**src/rtl/sysbus_arbiter.sv**
```systemverilog
// Round-robin Sysbus master: arbitrates N cache channels and runs one whole-block
// read or write at a time (address beat, then write beats or read response beats).
module sysbus_arbiter #(
  parameter int         NCH            = 2,
  parameter int         WORDSZ         = 64,
  parameter int         BUS_DATA_WIDTH = 64,
  parameter int         BUS_TAG_WIDTH  = 13,
  parameter int         BLOCKSZ        = 512,
  parameter logic [3:0] TAG_TYPE       = 4'h1
) (
  input  logic                        clk,
  input  logic                        reset,
  input  logic [NCH-1:0]              ch_req,
  input  logic [NCH-1:0]              ch_wr,
  input  logic [NCH*WORDSZ-1:0]       ch_addr,
  input  logic [NCH*BLOCKSZ-1:0]      ch_wdata,
  output logic [BLOCKSZ-1:0]          ch_rdata,
  output logic [NCH-1:0]              ch_done,
  output logic [NCH-1:0]              ch_busy,
  output logic                        bus_reqcyc,
  output logic [BUS_DATA_WIDTH-1:0]   bus_req,
  output logic [BUS_TAG_WIDTH-1:0]    bus_reqtag,
  input  logic                        bus_reqack,
  input  logic                        bus_respcyc,
  input  logic [BUS_DATA_WIDTH-1:0]   bus_resp,
  input  logic [BUS_TAG_WIDTH-1:0]    bus_resptag,
  output logic                        bus_respack
);
  localparam int BDW   = BUS_DATA_WIDTH;
  localparam int BEATS = BLOCKSZ / BUS_DATA_WIDTH;
  localparam int CW    = (BEATS > 1) ? $clog2(BEATS) : 1;
  localparam int IW    = (NCH > 1) ? $clog2(NCH) : 1;
  localparam int OFFW  = $clog2(BLOCKSZ / 8);
  localparam logic [CW-1:0]     LAST       = CW'(BEATS - 1);
  localparam logic [WORDSZ-1:0] ALIGN_MASK = {WORDSZ{1'b1}} << OFFW;

  typedef enum logic [2:0] {IDLE, ADDR, WDATA, RESP, DONE} state_t;

  state_t               state_q, state_d;
  logic [IW-1:0]        rr_q, rr_d, idx_q, idx_d;
  logic                 wr_q, wr_d;
  logic [WORDSZ-1:0]    addr_q, addr_d;
  logic [BLOCKSZ-1:0]   wdata_q, wdata_d, rdata_q, rdata_d;
  logic [CW-1:0]        cnt_q, cnt_d;
  logic                 reqcyc_q, reqcyc_d;
  logic [BDW-1:0]       req_q, req_d;
  logic [BUS_TAG_WIDTH-1:0] reqtag_q, reqtag_d;
  logic [NCH-1:0]       done_q, done_d, busy_q, busy_d;

  logic                 gnt_valid;
  logic [IW-1:0]        gnt_idx;
  int                   cand;

  // Only one transaction is ever outstanding, so the response tag carries no information.
  logic unused_resptag;
  assign unused_resptag = ^bus_resptag;

  // Cyclic search starting just after the last granted channel.
  always_comb begin
    gnt_valid = 1'b0;
    gnt_idx   = '0;
    cand      = 0;
    for (int i = 1; i <= NCH; i++) begin
      cand = (int'(rr_q) + i) % NCH;
      if (!gnt_valid && ch_req[cand[IW-1:0]]) begin
        gnt_valid = 1'b1;
        gnt_idx   = cand[IW-1:0];
      end
    end
  end

  always_comb begin
    state_d  = state_q;
    rr_d     = rr_q;
    idx_d    = idx_q;
    wr_d     = wr_q;
    addr_d   = addr_q;
    wdata_d  = wdata_q;
    cnt_d    = cnt_q;
    rdata_d  = rdata_q;
    reqcyc_d = reqcyc_q;
    req_d    = req_q;
    reqtag_d = reqtag_q;
    done_d   = '0;
    busy_d   = busy_q;
    case (state_q)
      IDLE: begin
        if (gnt_valid) begin
          state_d  = ADDR;
          rr_d     = gnt_idx;
          idx_d    = gnt_idx;
          wr_d     = ch_wr[gnt_idx];
          addr_d   = ch_addr[gnt_idx*WORDSZ +: WORDSZ] & ALIGN_MASK;
          wdata_d  = ch_wdata[gnt_idx*BLOCKSZ +: BLOCKSZ];
          reqcyc_d = 1'b1;
          req_d    = BDW'(addr_d);
          reqtag_d = BUS_TAG_WIDTH'({ch_wr[gnt_idx], TAG_TYPE, 8'(gnt_idx)});
          busy_d   = '0;
          busy_d[gnt_idx] = 1'b1;
        end
      end
      ADDR: begin
        if (bus_reqack) begin
          cnt_d = '0;
          if (wr_q) begin
            state_d = WDATA;
            req_d   = wdata_q[0 +: BDW];
          end else begin
            state_d  = RESP;
            reqcyc_d = 1'b0;
            req_d    = '0;
          end
        end
      end
      WDATA: begin
        if (cnt_q == LAST) begin
          state_d  = DONE;
          cnt_d    = '0;
          reqcyc_d = 1'b0;
          req_d    = '0;
          done_d[idx_q] = 1'b1;
        end else begin
          cnt_d = cnt_q + 1'b1;
          req_d = wdata_q[(int'(cnt_q) + 1)*BDW +: BDW];
        end
      end
      RESP: begin
        if (bus_respcyc) begin
          rdata_d[int'(cnt_q)*BDW +: BDW] = bus_resp;
          if (cnt_q == LAST) begin
            state_d = DONE;
            cnt_d   = '0;
            done_d[idx_q] = 1'b1;
          end else begin
            cnt_d = cnt_q + 1'b1;
          end
        end
      end
      DONE: begin
        state_d  = IDLE;
        busy_d   = '0;
        reqtag_d = '0;
      end
      default: state_d = IDLE;
    endcase
  end

  always_ff @(posedge clk or negedge reset) begin
    if (!reset) begin
      state_q  <= IDLE;
      rr_q     <= IW'(NCH - 1);
      idx_q    <= '0;
      wr_q     <= 1'b0;
      addr_q   <= '0;
      wdata_q  <= '0;
      cnt_q    <= '0;
      rdata_q  <= '0;
      reqcyc_q <= 1'b0;
      req_q    <= '0;
      reqtag_q <= '0;
      done_q   <= '0;
      busy_q   <= '0;
    end else begin
      state_q  <= state_d;
      rr_q     <= rr_d;
      idx_q    <= idx_d;
      wr_q     <= wr_d;
      addr_q   <= addr_d;
      wdata_q  <= wdata_d;
      cnt_q    <= cnt_d;
      rdata_q  <= rdata_d;
      reqcyc_q <= reqcyc_d;
      req_q    <= req_d;
      reqtag_q <= reqtag_d;
      done_q   <= done_d;
      busy_q   <= busy_d;
    end
  end

  // Response handshake is combinational so a beat is accepted in the cycle it is offered.
  assign bus_respack = (state_q == RESP) && bus_respcyc;
  assign bus_reqcyc  = reqcyc_q;
  assign bus_req     = req_q;
  assign bus_reqtag  = reqtag_q;
  assign ch_rdata    = rdata_q;
  assign ch_done     = done_q;
  assign ch_busy     = busy_q;
endmodule
```
**config.mk**
```make
export PLATFORM = sky130hd
export DESIGN_NAME = sysbus_arbiter
export DESIGN_NICKNAME = d
export VERILOG_FILES = /design/src/rtl/sysbus_arbiter.sv
export SDC_FILE = /design/constraint.sdc
export NUM_CORES = 2
export LEC_CHECK = 0
export CAP_MARGIN = 10
export CORE_AREA = 4 4 720 722
export DETAILED_ROUTE_END_ITERATION = 12
export DIE_AREA = 0 0 724 726
export PLACE_DENSITY_LB_ADDON = 0.12
export SLEW_MARGIN = 20
export SYNTH_ARGS = -nofsm -noshare
export SYNTH_HDL_FRONTEND = slang
export SYNTH_SLANG_ARGS = --single-unit
```
**constraint.sdc**
```tcl
create_clock -name clk -period 3.2 [get_ports clk]
set_input_delay 0.8 -clock clk [delete_from_list [all_inputs] [get_ports clk]]
set_output_delay 0.8 -clock clk [all_outputs]
set_load 0.02 [all_outputs]
```
==> impl_results.md <==
- Worst path max stage delay: 0.93 ns
- Initial Util: 9.90%
- Core Area: 512000 sq um
- Detailed Routing Iterations Pass 1: 6
- CP Launch Point: cnt_q[0]
- Worst Skew: 0.0849 ns
- H-tree depth: 4
- Fillers: 57800
- I/O pins: 1832
- Final Critical Period: 3.08 ns
- Slowest-stage cell, CP: a221oi_1
- Status: complete, no violations
- Worst Path Arrival: 3.82 ns
- Routed Wire Length: 391 mm
- First-pass GRT wire length: 515 mm
- Crit path max fanout: 27
- Die width: 724 um
- Final setup viols: 0
- DRT antenna net count: 0
- Total number of vias: 51300
- Antenna violations before repair: 263
- TritonCTS buffer count: 168
- Final hold slack: 0.477 ns
- Most frequent cells in the layout: 1793 x clkdlybuf4s50_1, 1694 x nand2_1, 1098 x dfrtp_1
- Placed instance count: 14200
- Yosys top cell by area: dfrtp_1
- Worst r2r dst: bus_req[63]
- Type of the worst setup path: reg -> reg
- Post-synthesis async set-or-reset flop share: 100%
- DR WL/cell: 26.9 um
- Area delta synth->final: 67.8%
- CTS tree: yes
- DRC: 0
- RD Place Congestion: 0.868
- Die area: 526000 sq um
- Ranking of synthesized cells by area: dfrtp_1 54%, nand2_1 13%, a31oi_1 6.3%, nor2_1 4.3%, o21ai_0 4.2%
- Clk Latency, worst-skew pair: 0.86 ns
- Initial drt markers: 2662
- Power Density: 994 nW/um^2
- Max-Cap Viols: 0
- Worst-margin pin slew: 1.11 ns
- CP Data Required Time: 3.94 ns
- Crit start category: register
- Grt total ovfl: 0
- Count of cell types in the netlist: 58
- Worst VDD drop: 0.429 mV
- Post-synth EDFFs: 0
- GRT Total Usage: 14.3%
- WHS Endpoint: ch_rdata[82]
- CP cell instances: buf_12 > nor2b_4 > buf_12 > buf_12 > a221oi_1 > buf_4 > nor3_1 > o32a_1
- Pin count of the biggest net entering global routing: 102
- Buf/Inv on CP: 4
- R2R cell count: 8
- Area share of the largest cell type after synthesis: 54.4%
- RSZ-0062 raised after global routing: no
- Crit. End Element: register
- Vias in the first global route: 54300
- Tcrit/Tclk final: 96.4%
- YS warnings: 0
- Port-buffer cells: 1796
- Fin cells: 14500
- Clk sink count: 1104
- FP Rows: 263
- Avg Cell Area, Syn: 8.86 sq um
- Synth Flop Type: dfrtp_1
- Via/cell ratio: 3.53
- Synthesis-stage register bit count: 1104
- Final hold vios: 0
- Longest Clk Path Bufs: 4
- Syn Std Cell Area: 50700 sq um
- Reg clk slew, reported paths: 0.06 ns
- Hold WC Path Type: reg -> reg
- Die H: 726 um
- Reg-to-Reg Start: cnt_q[0]
- Max Slew Vio Count: 0
- Root buffer cell: clkbuf_16
- Most frequent CP cell: buf_12
- LEAKAGE: 33.3 nW
- Total power: 84.6 mW
- Commonest non-fill, non-tap cell in the layout: clkdlybuf4s50_1
- Hold Path Origin: ch_rdata[82]
- R2R Setup Slk: 0.12 ns
- Hold Path Depth: 2
- DP HPWL: 318 mm
- Layout cells sized above 1: 10.9%
- Setup tns final: 0 ns
- Max frequency: 324 MHz
- # nets final: 8816
- CP top delay family: compound AO/OA/AOI/OAI gates
- Sequential share of the synthesized area: 54.5%
- Worst slew margin: 26.0%
- Cells after Synth: 5724
## how the worst max path moves through the flow
stage / endpoint / slack [ns] / cells after the start
after floorplan: ch_rdata[368] / 0.21 / 12
after detailed placement: ch_rdata[404] / -0.19 / 8
after global placement: ch_rdata[415] / -0.13 / 8
after CTS: bus_respack / 0.001 / 4
final: bus_req[63] / 0.12 / 8
after global routing: bus_respack / 0.04 / 5
## cell usage after synthesis (3+ instances only)
library cell / count
a222oi_1: 5
o31ai_1: 6
nor2b_1: 3
o21ai_0: 427
o32a_1: 53
inv_1: 196
mux2_2: 130
ha_1: 8
a221o_1: 6
o21ai_1: 24
nand2_1: 1694
clkbuf_1: 280
a21oi_1: 54
nor2_1: 580
buf_1: 30
buf_4: 19
mux4_2: 64
nand3_1: 202
a221oi_1: 64
nor3_1: 65
a31oi_1: 513
mux2_1: 3
buf_2: 153
nor4b_1: 3
and3_1: 3
dfrtp_1: 1103
## registers in the layout, summed over array words and instances (netlist names)
name	cells
cnt_q	3
ch_done	2
bus_reqtag	3
wdata_q	512
bus_reqcyc	1
ch_busy	1
ch_rdata	512
rr_q	1
bus_req	64
wr_q	1
idx_q	1
state_q	3
## power by group
group          internal [mW]  switching [mW]  total [mW]
clock network           11.7            7.77        19.5
logic                   16.2            24.2        40.4
registers               20.4            4.29        24.7
## logic make-up after synthesis
kind of cell	Yosys count	synth area share, %
DFF	1104	54.5
buffers and inverters	681	5.59
xor gates and xnor gates	1	0.0173
adders and majority gates	8	0.197
AOI/OAI and AO/OA	1165	14.0
muxes	197	5.80
and+or+nand+nor	2567	19.9
other	1	0.00740
## tightest hold or removal path: stages (launching register included)
cell,delay (ns)
dfrtp_1,0.33
nand2_1,0.04
o21ai_0,0.06
## what timing repair did
action / in CTS / in global routing
hold buffers: 1 / 0
resized for setup: 2 / 1
buffers inserted: 0 / 0
endpoints found under the hold margin: 14 / 0
endpoints found under the setup margin: 2 / 1
## cell type report
type / count / area (sq um) / share of cell area [%]
Tap cell: 6757 / 8450 / 9.94
Sequential cell: 1104 / 27600 / 32.5
Multi-Input combinational cell: 3948 / 20500 / 24.0
Inverter: 197 / 744 / 0.875
Antenna cell: 55 / 138 / 0.162
Timing Repair Buffer: 2152 / 22000 / 25.9
Clock buffer: 248 / 4880 / 5.74
Clock inverter: 49 / 728 / 0.856
## per-stage QoR
stage               setup slack, ns  utilization, %  area (sq um)
floorplan                     0.207               -         50700
global placement             -0.131            15.5         79300
detailed placement           -0.186            15.5         79300
CTS                         0.00123            16.6         84900
global route                 0.0371            16.6         85000
finish                        0.116            16.6         85000
## routing by layer
| metal | wire [um] | track usage [%] | part of all wire (%) |
|---|---|---|---|
| met5 | 757 | 0 | 0.19 |
| met3 | 25400 | 3.85 | 6.5 |
| met4 | 9020 | 2.86 | 2.3 |
| met1 | 149000 | 15.8 | 38 |
| met2 | 207000 | 27.2 | 53 |
Note: power is estimated with default switching activity, not from simulation.
